File: src/rtl/arb_types.sv
// rtl/arb_types.sv - shared types and default widths for the cache arbiter
package arb_types;

    localparam int ARB_LINE_W = 256;
    localparam int ARB_ADDR_W = 32;

    typedef enum logic [1:0] {
        IDLE    = 2'b00,
        GRANT_I = 2'b01,
        GRANT_D = 2'b10,
        DONE    = 2'b11
    } arb_state_t;

    typedef enum logic {
        OP_READ  = 1'b0,
        OP_WRITE = 1'b1
    } arb_op_t;

endpackage

File: src/rtl/cache_arbiter_if.sv
// rtl/cache_arbiter_if.sv - icache/dcache/adaptor line-transfer signals
interface cache_arbiter_if
    import arb_types::*;
#(
    parameter int LINE_W = ARB_LINE_W,
    parameter int ADDR_W = ARB_ADDR_W
);

    logic              icache_pmem_read;
    logic [ADDR_W-1:0] icache_pmem_address;
    logic [LINE_W-1:0] icache_pmem_rdata;
    logic              icache_pmem_resp;

    logic              dcache_pmem_read;
    logic              dcache_pmem_write;
    logic [ADDR_W-1:0] dcache_pmem_address;
    logic [LINE_W-1:0] dcache_pmem_wdata;
    logic [LINE_W-1:0] dcache_pmem_rdata;
    logic              dcache_pmem_resp;

    logic              pmem_read;
    logic              pmem_write;
    logic [ADDR_W-1:0] pmem_address;
    logic [LINE_W-1:0] pmem_wdata;
    logic [LINE_W-1:0] pmem_rdata;
    logic              pmem_resp;

    // Arbiter side: takes cache requests, drives the single adaptor port.
    modport slave (
        input  icache_pmem_read, icache_pmem_address,
        output icache_pmem_rdata, icache_pmem_resp,
        input  dcache_pmem_read, dcache_pmem_write, dcache_pmem_address, dcache_pmem_wdata,
        output dcache_pmem_rdata, dcache_pmem_resp,
        output pmem_read, pmem_write, pmem_address, pmem_wdata,
        input  pmem_rdata, pmem_resp
    );

    // Environment side: the two caches plus the cacheline adaptor.
    modport master (
        output icache_pmem_read, icache_pmem_address,
        input  icache_pmem_rdata, icache_pmem_resp,
        output dcache_pmem_read, dcache_pmem_write, dcache_pmem_address, dcache_pmem_wdata,
        input  dcache_pmem_rdata, dcache_pmem_resp,
        input  pmem_read, pmem_write, pmem_address, pmem_wdata,
        output pmem_rdata, pmem_resp
    );

endinterface

File: src/rtl/cache_arbiter.sv
// rtl/cache_arbiter.sv - dcache-priority arbiter with icache starvation guard
module cache_arbiter
    import arb_types::*;
#(
    parameter int LINE_W       = ARB_LINE_W,
    parameter int ADDR_W       = ARB_ADDR_W,
    parameter int STARVE_LIMIT = 4
) (
    input  logic            clk,
    input  logic            rst,
    cache_arbiter_if.slave  bus
);

    localparam logic [3:0] STARVE_MAX = 4'(STARVE_LIMIT);

    arb_state_t        state;
    arb_state_t        next_state;
    arb_op_t           lat_op;
    logic [ADDR_W-1:0] lat_addr;
    logic [LINE_W-1:0] lat_wdata;
    logic [3:0]        starve_cnt;

    logic i_pend;
    logic d_pend;
    logic granted;
    logic i_owner;
    logic d_owner;

    assign i_pend = bus.icache_pmem_read;
    assign d_pend = bus.dcache_pmem_read | bus.dcache_pmem_write;

    // Arbitration and next-state: dcache wins unless icache has been starved to the limit.
    always_comb begin
        next_state = state;
        case (state)
            IDLE: begin
                if (d_pend && (!i_pend || starve_cnt != STARVE_MAX)) begin
                    next_state = GRANT_D;
                end else if (i_pend) begin
                    next_state = GRANT_I;
                end
            end
            GRANT_I, GRANT_D: begin
                if (bus.pmem_resp) begin
                    next_state = DONE;
                end
            end
            DONE:    next_state = IDLE;
            default: next_state = IDLE;
        endcase
    end

    // State register, owner's transaction latch and starvation counter.
    always_ff @(posedge clk) begin
        if (rst) begin
            state      <= IDLE;
            lat_op     <= OP_READ;
            lat_addr   <= '0;
            lat_wdata  <= '0;
            starve_cnt <= '0;
        end else begin
            state <= next_state;
            if (state == IDLE && next_state == GRANT_D) begin
                lat_addr  <= bus.dcache_pmem_address;
                lat_wdata <= bus.dcache_pmem_wdata;
                lat_op    <= bus.dcache_pmem_write ? OP_WRITE : OP_READ;
                if (i_pend && starve_cnt != STARVE_MAX) begin
                    starve_cnt <= starve_cnt + 4'd1;
                end
            end else if (state == IDLE && next_state == GRANT_I) begin
                lat_addr   <= bus.icache_pmem_address;
                lat_wdata  <= '0;
                lat_op     <= OP_READ;
                starve_cnt <= '0;
            end
        end
    end

    // Flag the illegal dcache read+write combination; the write is still the one issued.
    always_ff @(posedge clk) begin
        if (!rst && state == IDLE) begin
            assert (!(bus.dcache_pmem_read && bus.dcache_pmem_write))
                else $warning("dcache read and write both high, write issued");
        end
    end

    assign granted = !rst && (state == GRANT_I || state == GRANT_D);
    assign i_owner = !rst && state == GRANT_I;
    assign d_owner = !rst && state == GRANT_D;

    assign bus.pmem_read    = granted && lat_op == OP_READ;
    assign bus.pmem_write   = granted && lat_op == OP_WRITE;
    assign bus.pmem_address = granted ? lat_addr : '0;
    assign bus.pmem_wdata   = granted ? lat_wdata : '0;

    assign bus.icache_pmem_resp  = i_owner && bus.pmem_resp;
    assign bus.icache_pmem_rdata = i_owner ? bus.pmem_rdata : '0;
    assign bus.dcache_pmem_resp  = d_owner && bus.pmem_resp;
    assign bus.dcache_pmem_rdata = d_owner ? bus.pmem_rdata : '0;

endmodule

File: src/flat_wrapper.sv
// flat-port wrapper written by rule: the top's interface ports become plain ports
module cache_arbiter_flat import arb_types::*;
#(
    parameter int LINE_W       = ARB_LINE_W,
    parameter int ADDR_W       = ARB_ADDR_W,
    parameter int STARVE_LIMIT = 4
)
  (clk, rst, bus_icache_pmem_read, bus_icache_pmem_address, bus_icache_pmem_rdata, bus_icache_pmem_resp, bus_dcache_pmem_read, bus_dcache_pmem_write, bus_dcache_pmem_address, bus_dcache_pmem_wdata, bus_dcache_pmem_rdata, bus_dcache_pmem_resp, bus_pmem_read, bus_pmem_write, bus_pmem_address, bus_pmem_wdata, bus_pmem_rdata, bus_pmem_resp);
  cache_arbiter_if #(.LINE_W(LINE_W), .ADDR_W(ADDR_W)) bus_i ();
  input  logic clk;
  input  logic rst;
  input wire logic [$bits(bus_i.icache_pmem_read)-1:0] bus_icache_pmem_read;
  input wire logic [$bits(bus_i.icache_pmem_address)-1:0] bus_icache_pmem_address;
  output wire logic [$bits(bus_i.icache_pmem_rdata)-1:0] bus_icache_pmem_rdata;
  output wire logic [$bits(bus_i.icache_pmem_resp)-1:0] bus_icache_pmem_resp;
  input wire logic [$bits(bus_i.dcache_pmem_read)-1:0] bus_dcache_pmem_read;
  input wire logic [$bits(bus_i.dcache_pmem_write)-1:0] bus_dcache_pmem_write;
  input wire logic [$bits(bus_i.dcache_pmem_address)-1:0] bus_dcache_pmem_address;
  input wire logic [$bits(bus_i.dcache_pmem_wdata)-1:0] bus_dcache_pmem_wdata;
  output wire logic [$bits(bus_i.dcache_pmem_rdata)-1:0] bus_dcache_pmem_rdata;
  output wire logic [$bits(bus_i.dcache_pmem_resp)-1:0] bus_dcache_pmem_resp;
  output wire logic [$bits(bus_i.pmem_read)-1:0] bus_pmem_read;
  output wire logic [$bits(bus_i.pmem_write)-1:0] bus_pmem_write;
  output wire logic [$bits(bus_i.pmem_address)-1:0] bus_pmem_address;
  output wire logic [$bits(bus_i.pmem_wdata)-1:0] bus_pmem_wdata;
  input wire logic [$bits(bus_i.pmem_rdata)-1:0] bus_pmem_rdata;
  input wire logic [$bits(bus_i.pmem_resp)-1:0] bus_pmem_resp;
  assign bus_i.icache_pmem_read = bus_icache_pmem_read;
  assign bus_i.icache_pmem_address = bus_icache_pmem_address;
  assign bus_icache_pmem_rdata = bus_i.icache_pmem_rdata;
  assign bus_icache_pmem_resp = bus_i.icache_pmem_resp;
  assign bus_i.dcache_pmem_read = bus_dcache_pmem_read;
  assign bus_i.dcache_pmem_write = bus_dcache_pmem_write;
  assign bus_i.dcache_pmem_address = bus_dcache_pmem_address;
  assign bus_i.dcache_pmem_wdata = bus_dcache_pmem_wdata;
  assign bus_dcache_pmem_rdata = bus_i.dcache_pmem_rdata;
  assign bus_dcache_pmem_resp = bus_i.dcache_pmem_resp;
  assign bus_pmem_read = bus_i.pmem_read;
  assign bus_pmem_write = bus_i.pmem_write;
  assign bus_pmem_address = bus_i.pmem_address;
  assign bus_pmem_wdata = bus_i.pmem_wdata;
  assign bus_i.pmem_rdata = bus_pmem_rdata;
  assign bus_i.pmem_resp = bus_pmem_resp;
  cache_arbiter #(.LINE_W(LINE_W), .ADDR_W(ADDR_W), .STARVE_LIMIT(STARVE_LIMIT)) u_core (.clk(clk), .rst(rst), .bus(bus_i));
endmodule
File: config.mk
export PLATFORM = sky130hd
export DESIGN_NAME = cache_arbiter_flat
export DESIGN_NICKNAME = d
export VERILOG_FILES = /design/src/rtl/arb_types.sv /design/src/rtl/cache_arbiter_if.sv /design/src/rtl/cache_arbiter.sv /design/src/flat_wrapper.sv
export SDC_FILE = /design/constraint.sdc
export NUM_CORES = 1
export LEC_CHECK = 0
export ABC_AREA = 1
export CAP_MARGIN = 0
export CORE_AREA = 4 4 532 534
export CTS_CLUSTER_DIAMETER = 30
export DETAILED_ROUTE_END_ITERATION = 12
export DIE_AREA = 0 0 536 538
export DONT_BUFFER_PORTS = 1
export PLACE_DENSITY = 0.3
export SYNTH_ARGS = -nofsm -noshare
export SYNTH_HDL_FRONTEND = slang
export SYNTH_SLANG_ARGS = --single-unit
File: constraint.sdc
create_clock -name clk -period 5.8 [get_ports clk]
set_input_delay 1.16 -clock clk [delete_from_list [all_inputs] [get_ports clk]]
set_output_delay 1.16 -clock clk [all_outputs]
set_load 0.1 [all_outputs]
==> results.py, run 1 <==
metrics = {
    "cts": {
        "ctsHoldBuffers": 0,
        "clkLatencyLatePin_ns": 0.69,
        "numCtsBuffers": 93,
        "cts_root_buffer": "clkbuf_16",
        "cts_setup_buffers": 0,
        "cts-htree-levels": 3,
        "clockBufferDepth": 3,
        "cts_resized": 0,
        "tritoncts": "done",
        "clkSinkCount": 295,
        "clkSlewWorstSetupHoldPaths_ns": 0.04,
    },
    "sta": {
        "max_slew.worst_pin.slew_ns": 1.37,
        "rsz0062_at_grt": "no",
        "maxSlewHeadroom": 0.0849,
        "slew_violations": 0,
        "fin_crit_sh": 0.818,
        "setup_viol": 0,
        "worst_clock_skew_ns": 0.0313,
        "max_freq_ghz": 0.211,
        "setup_tns_ns": 0,
        "hold_viol": 0,
        "period_needed_ns": 4.75,
        "timing.final.ws_setup_ns": 1.05,
    },
    "detailed_routing": {
        "firstDrtPassIters": 5,
        "ant_nets": 0,
        "drc": 0,
        "routed_wl_um": 197000,
        "first_iter_violations": 1279,
        "routedWlPerCell_um": 26.4,
        "via_per_inst": 3.00,
        "num_vias": 22369,
    },
    "worst_setup_path": {
        "cp_max_fo": 260,
        "worstPathRequired_ns": 4.64,
        "end_kind": "output port",
        "start_kind": "input port",
        "setup.worst_path.class": "input port to output port",
        "arrival_ns": 3.59,
    },
    "power_and_ir_drop": {
        "p_sw_frac": 0.447,
        "netSwitchingPower_mw": 6.17,
        "p_leak_nw": 14.8,
        "p_int_mw": 7.63,
        "power_density_nw_per_um2": 368,
        "pwr-share-clk": 0.415,
        "vdd_drop_max_mv": 0.223,
        "seq_power_share": 0.188,
        "combPwrFrac": 0.397,
    },
    "synth": {
        "avgSynthCellArea_um2": 5.71,
        "seq_area_frac_synth": 0.353,
        "synth_edf_count": 0,
        "synthCells": 2929,
        "async_flop_share": 0,
        "ys_seq_elements": 295,
        "syn_area_um2": 16700,
        "synth_cell_type_count": 20,
        "synth_fp_nets": 3516,
        "yosys_warnings": 0,
        "synthFlopType": "dfxtp_1",
    },
    "run_status": {
        "outcome": "complete, no violations",
    },
    "place": {
        "place_ws_ns": 1.11,
        "dp_hpwl_um": 173000,
        "gp_congestion": 0.927,
        "dp.cells": 7280,
        "port_buffers": 0,
    },
    "global_routing": {
        "grt_max_degree": 261,
        "grtUsageTotal": 0.129,
        "grt_pass1_wl_um": 247000,
        "grt_overflow_total": 0,
        "antenna_found_initial": 104,
        "grt_pass1_vias": 22465,
    },
    "die": {
        "dieWidth_um": 536,
        "rows": 194,
        "ioPinCount": 1386,
        "core_area_um2": 278000,
        "die_y_um": 538,
        "die_area_um2": 288000,
        "start_util": 0.0601,
    },
    "run": {
        "drv_cap": 0,
    },
    "cells_and_area": {
        "drive_gt1_frac": 0.490,
        "fin_nets": 4238,
        "syn2layout_area_growth_pct": 124,
        "num-fill-cells": 32133,
        "utilization": 0.135,
        "fin_cells": 7465,
    },
    "worst_hold_path": {
        "min_path_type": "flop to flop",
    },
}
==> state kept, by name, summed over array words and instances, names as in the netlist <==
name               cells
u_core.lat_wdata     256
u_core.lat_addr       32
u_core.lat_op          1
u_core.state           2
u_core.starve_cnt      4
==> metal layers <==
layer  vias up  part of all wire  global-route usage
li1      10162                 -                   -
met1     10618              0.42               0.159
met2      1264              0.47               0.215
met3       305             0.096              0.0504
met4        20             0.020              0.0216
met5         -           0.00067                   0
==> critical path: stages <==
cell,delay (ns)
inv_1,0.57
nand2_4,0.48
buf_12,0.36
buf_4,0.34
nor2_2,0.19
buf_12,0.20
==> power by group through the flow <==
| stage | registers (mW) | logic (mW) | clock network, mW |
|---|---|---|---|
| 2_1_floorplan | 2.55 | 3.48 | 0 |
| 3_3_place_gp | 2.61 | 5.57 | 0 |
| 3_5_place_dp | 2.62 | 5.56 | 0 |
| 4_1_cts | 2.59 | 5.57 | 5.88 |
| 5_1_grt | 2.62 | 5.80 | 5.98 |
| 6_report | 2.59 | 5.48 | 5.73 |
==> through the flow <==
| step | power, mW | instance area, µm² | hold WS (ns) |
|---|---|---|---|
| 2_1_floorplan | 6.03 | 16700 | 0.457 |
| 3_3_place_gp | 8.18 | 34000 | 0.468 |
| 3_5_place_dp | 8.17 | 34000 | 0.473 |
| 4_1_cts | 14.0 | 37500 | 0.479 |
| 5_1_grt | 14.4 | 37500 | 0.496 |
| 6_report | 13.8 | 37500 | 0.478 |
==> cells by family after synthesis <==
kind of cell,after synthesis,share of synthesized area
simple gates,1574,0.378
buf+inv,785,0.183
flops,295,0.353
compound gates,268,0.0808
fa+ha+maj,5,0.00374
xor+xnor,2,0.00105
==> path summary, 6_finish.rpt <==
check	start	to	slack [ns]	cells after the start
worst max-delay path	rst	bus_pmem_wdata[41]	1.05	6
worst min-delay path	u_core.lat_wdata[109]$_SDFFE_PP0P_	u_core.lat_wdata[109]$_SDFFE_PP0P_	0.48	2
worst max register to register	u_core.starve_cnt[0]$_SDFFE_PP0P_	u_core.lat_wdata[148]$_SDFFE_PP0P_	2.25	11
worst min register to register	u_core.lat_wdata[109]$_SDFFE_PP0P_	u_core.lat_wdata[109]$_SDFFE_PP0P_	0.48	2
==> layout by cell type, fill, tap and decap left out <==
master / netlist / layout
nor2_2: 0 / 734
inv_1: 556 / 556
buf_4: 15 / 476
buf_12: 0 / 378
nand2_1: 365 / 361
nand3_1: 327 / 327
dfxtp_1: 295 / 295
a21oi_1: 264 / 264
clkbuf_16: 0 / 93
nor2_1: 879 / 74
nor2_4: 0 / 71
bufinv_16: 0 / 20
clkinv_2: 0 / 19
clkbuf_8: 0 / 16
clkbuf_1: 137 / 12
diode_2: 0 / 10
clkinvlp_4: 0 / 8
clkinv_16: 0 / 6
ha_1: 5 / 5
nand2_4: 0 / 4
nand4_1: 2 / 2
a21oi_4: 0 / 2
inv_2: 2 / 1
or2_1: 1 / 1
inv_8: 0 / 1
a31oi_1: 1 / 1
xnor2_1: 1 / 1
o21a_1: 1 / 1
xor2_1: 1 / 1
clkinv_8: 0 / 1
==> final cells by class <==
type | instances | area [µm²] | share of cell area
clock inverter | 54 | 952 | 0.0254
tap | 3724 | 4660 | 0.124
multi-input combinational | 1849 | 10200 | 0.271
inverter | 558 | 2100 | 0.0560
sequential | 295 | 5910 | 0.157
timing repair buffer | 854 | 11100 | 0.297
antenna | 10 | 25.0 | 0.000666
clock buffer | 121 | 2590 | 0.0690
==> cells in the mapped netlist (2+ instances only) <==
master	n	area share
a21oi_2	2	0.0010
buf_2	45	0.013
nand4_1	2	0.00075
inv_2	2	0.00045
ha_1	5	0.0037
buf_4	15	0.0067
nand2_1	365	0.082
inv_1	556	0.12
a21oi_1	264	0.079
nor2_1	879	0.20
buf_1	29	0.0065
dfxtp_1	295	0.35
nand3_1	327	0.098
clkbuf_1	137	0.031
Power figures use the tool's default switching activity.
==> inputs of run 2 (changes only) <==
clock period = 4.8 ns   (was 5.8 ns; I/O delays follow)
==> results.py, run 2 (synthesis gave the netlist of run 1 again) <==
metrics = {
    "run_status": {
        "outcome": "complete, no violations",
    },
    "die": {
        "ioPinCount": 1386,
        "dieWidth_um": 536,
        "start_util": 0.0601,
        "die_area_um2": 288000,
        "rows": 194,
        "die_y_um": 538,
        "core_area_um2": 278000,
    },
    "cts": {
        "cts-htree-levels": 3,
        "cts_resized": 0,
        "numCtsBuffers": 92,
        "tritoncts": "done",
        "clkLatencyLatePin_ns": 0.70,
        "clkSlewWorstSetupHoldPaths_ns": 0.05,
        "ctsHoldBuffers": 0,
        "clkSinkCount": 295,
        "cts_root_buffer": "clkbuf_16",
        "cts_setup_buffers": 0,
        "clockBufferDepth": 3,
    },
    "cells_and_area": {
        "syn2layout_area_growth_pct": 150,
        "fin_nets": 4250,
        "drive_gt1_frac": 0.493,
        "layout_commonest_cell": "nor2_2",
        "largest_registers": "u_core.lat_wdata x256, u_core.lat_addr x32, u_core.starve_cnt x4",
        "fin_cells": 7479,
        "layout_common_cells": "734 x nor2_2, 718 x buf_12, 556 x inv_1",
        "largest_reg_flops": 256,
        "regMostFlops": "u_core.lat_wdata",
    },
    "sta": {
        "rsz0062_at_grt": "no",
        "max_freq_ghz": 0.255,
        "fin_crit_sh": 0.818,
        "maxSlewHeadroom": 0.396,
        "setup_viol": 0,
        "setup_tns_ns": 0,
        "max_slew.worst_pin.slew_ns": 0.906,
        "slew_violations": 0,
        "whs_ns": 0.415,
        "period_needed_ns": 3.93,
        "worst_clock_skew_ns": 0.0513,
        "hold_viol": 0,
    },
    "worst_setup_path": {
        "crit_family": "buffers and inverters",
        "reg2reg_slack_ns": 1.71,
        "slowest_stage": "ha_1",
        "worstPathRequired_ns": 3.84,
        "end_kind": "output port",
        "setup.worst_path.class": "flop to output port",
        "start_kind": "flop",
        "arrival_ns": 2.97,
        "cp_max_fo": 46,
        "cp_slowest_stage_delay_ns": 0.43,
        "crit_buf_inv": 4,
        "crit_path_frequent_cell": "buf_12",
        "worstPathCellList": "inv_1 > ha_1 > nand2_4 > buf_12 > buf_12 > nor2_2 > buf_12",
    },
    "detailed_routing": {
        "drc": 0,
        "via_per_inst": 3.02,
        "num_vias": 22553,
        "routedWlPerCell_um": 26.6,
        "firstDrtPassIters": 5,
        "first_iter_violations": 1173,
        "ant_nets": 0,
        "routed_wl_um": 199000,
    },
    "global_routing": {
        "grt_overflow_total": 0,
        "grt_max_degree": 261,
        "grt_pass1_vias": 22720,
        "grt_pass1_wl_um": 250000,
        "grtUsageTotal": 0.131,
        "antenna_found_initial": 84,
    },
    "run": {
        "drv_cap": 0,
    },
    "place": {
        "port_buffers": 0,
        "dp_hpwl_um": 175000,
        "dp.cells": 7293,
        "gp_congestion": 0.898,
    },
    "power_and_ir_drop": {
        "vdd_drop_max_mv": 0.222,
        "p_leak_nw": 15.7,
        "power_density_nw_per_um2": 404,
    },
    "worst_hold_path": {
        "min_path_type": "input port to flop",
    },
}
-- run 2: final timing paths --
| check | from | endpoint | cells after the start |
|---|---|---|---|
| worst max-delay path | u_core.state[1]$_SDFF_PP0_ | bus_pmem_wdata[129] | 7 |
| worst min register to register | u_core.lat_wdata[120]$_SDFFE_PP0P_ | u_core.lat_wdata[120]$_SDFFE_PP0P_ | 2 |
| worst min-delay path | bus_dcache_pmem_wdata[185] | u_core.lat_wdata[185]$_SDFFE_PP0P_ | 2 |
| worst max register to register | u_core.state[1]$_SDFF_PP0_ | u_core.lat_wdata[137]$_SDFFE_PP0P_ | 10 |
-- run 2: final cells by class --
class                           count  area, µm²
Tap cell                         3724       4660
Fill cell                       31730     237000
Sequential cell                   295       5910
Inverter                          558       2100
Clock inverter                     58        867
Antenna cell                       13       32.5
Multi-Input combinational cell   1849      10200
Clock buffer                      115       2540
Timing Repair Buffer              867      15500
-- run 2: through the flow --
step | power [mW] | utilization | area, µm² | setup slack [ns]
final | 16.9 | 0.150 | 41800 | 0.874
after CTS | 17.2 | 0.150 | 41700 | 0.719
after detailed placement | 10.4 | 0.138 | 38300 | 0.921
after floorplan | 7.29 | - | 16700 | 0.569
after global placement | 10.4 | 0.138 | 38300 | 0.887
after global routing | 17.6 | 0.150 | 41800 | 0.690
-- run 2: power breakdown --
group	internal, mW	total, mW	switching, mW
Clock	4.57	6.63	2.06
Sequential	2.89	3.13	0.239
Combinational	1.85	7.12	5.27
-- run 2: per-layer routing --
metal,global-route usage,wire length (µm),vias up
met4,0.0294,4470,8
met2,0.216,92800,1222
met1,0.160,81800,10880
met5,0,54,-
met3,0.0526,19900,262
li1,-,-,10181
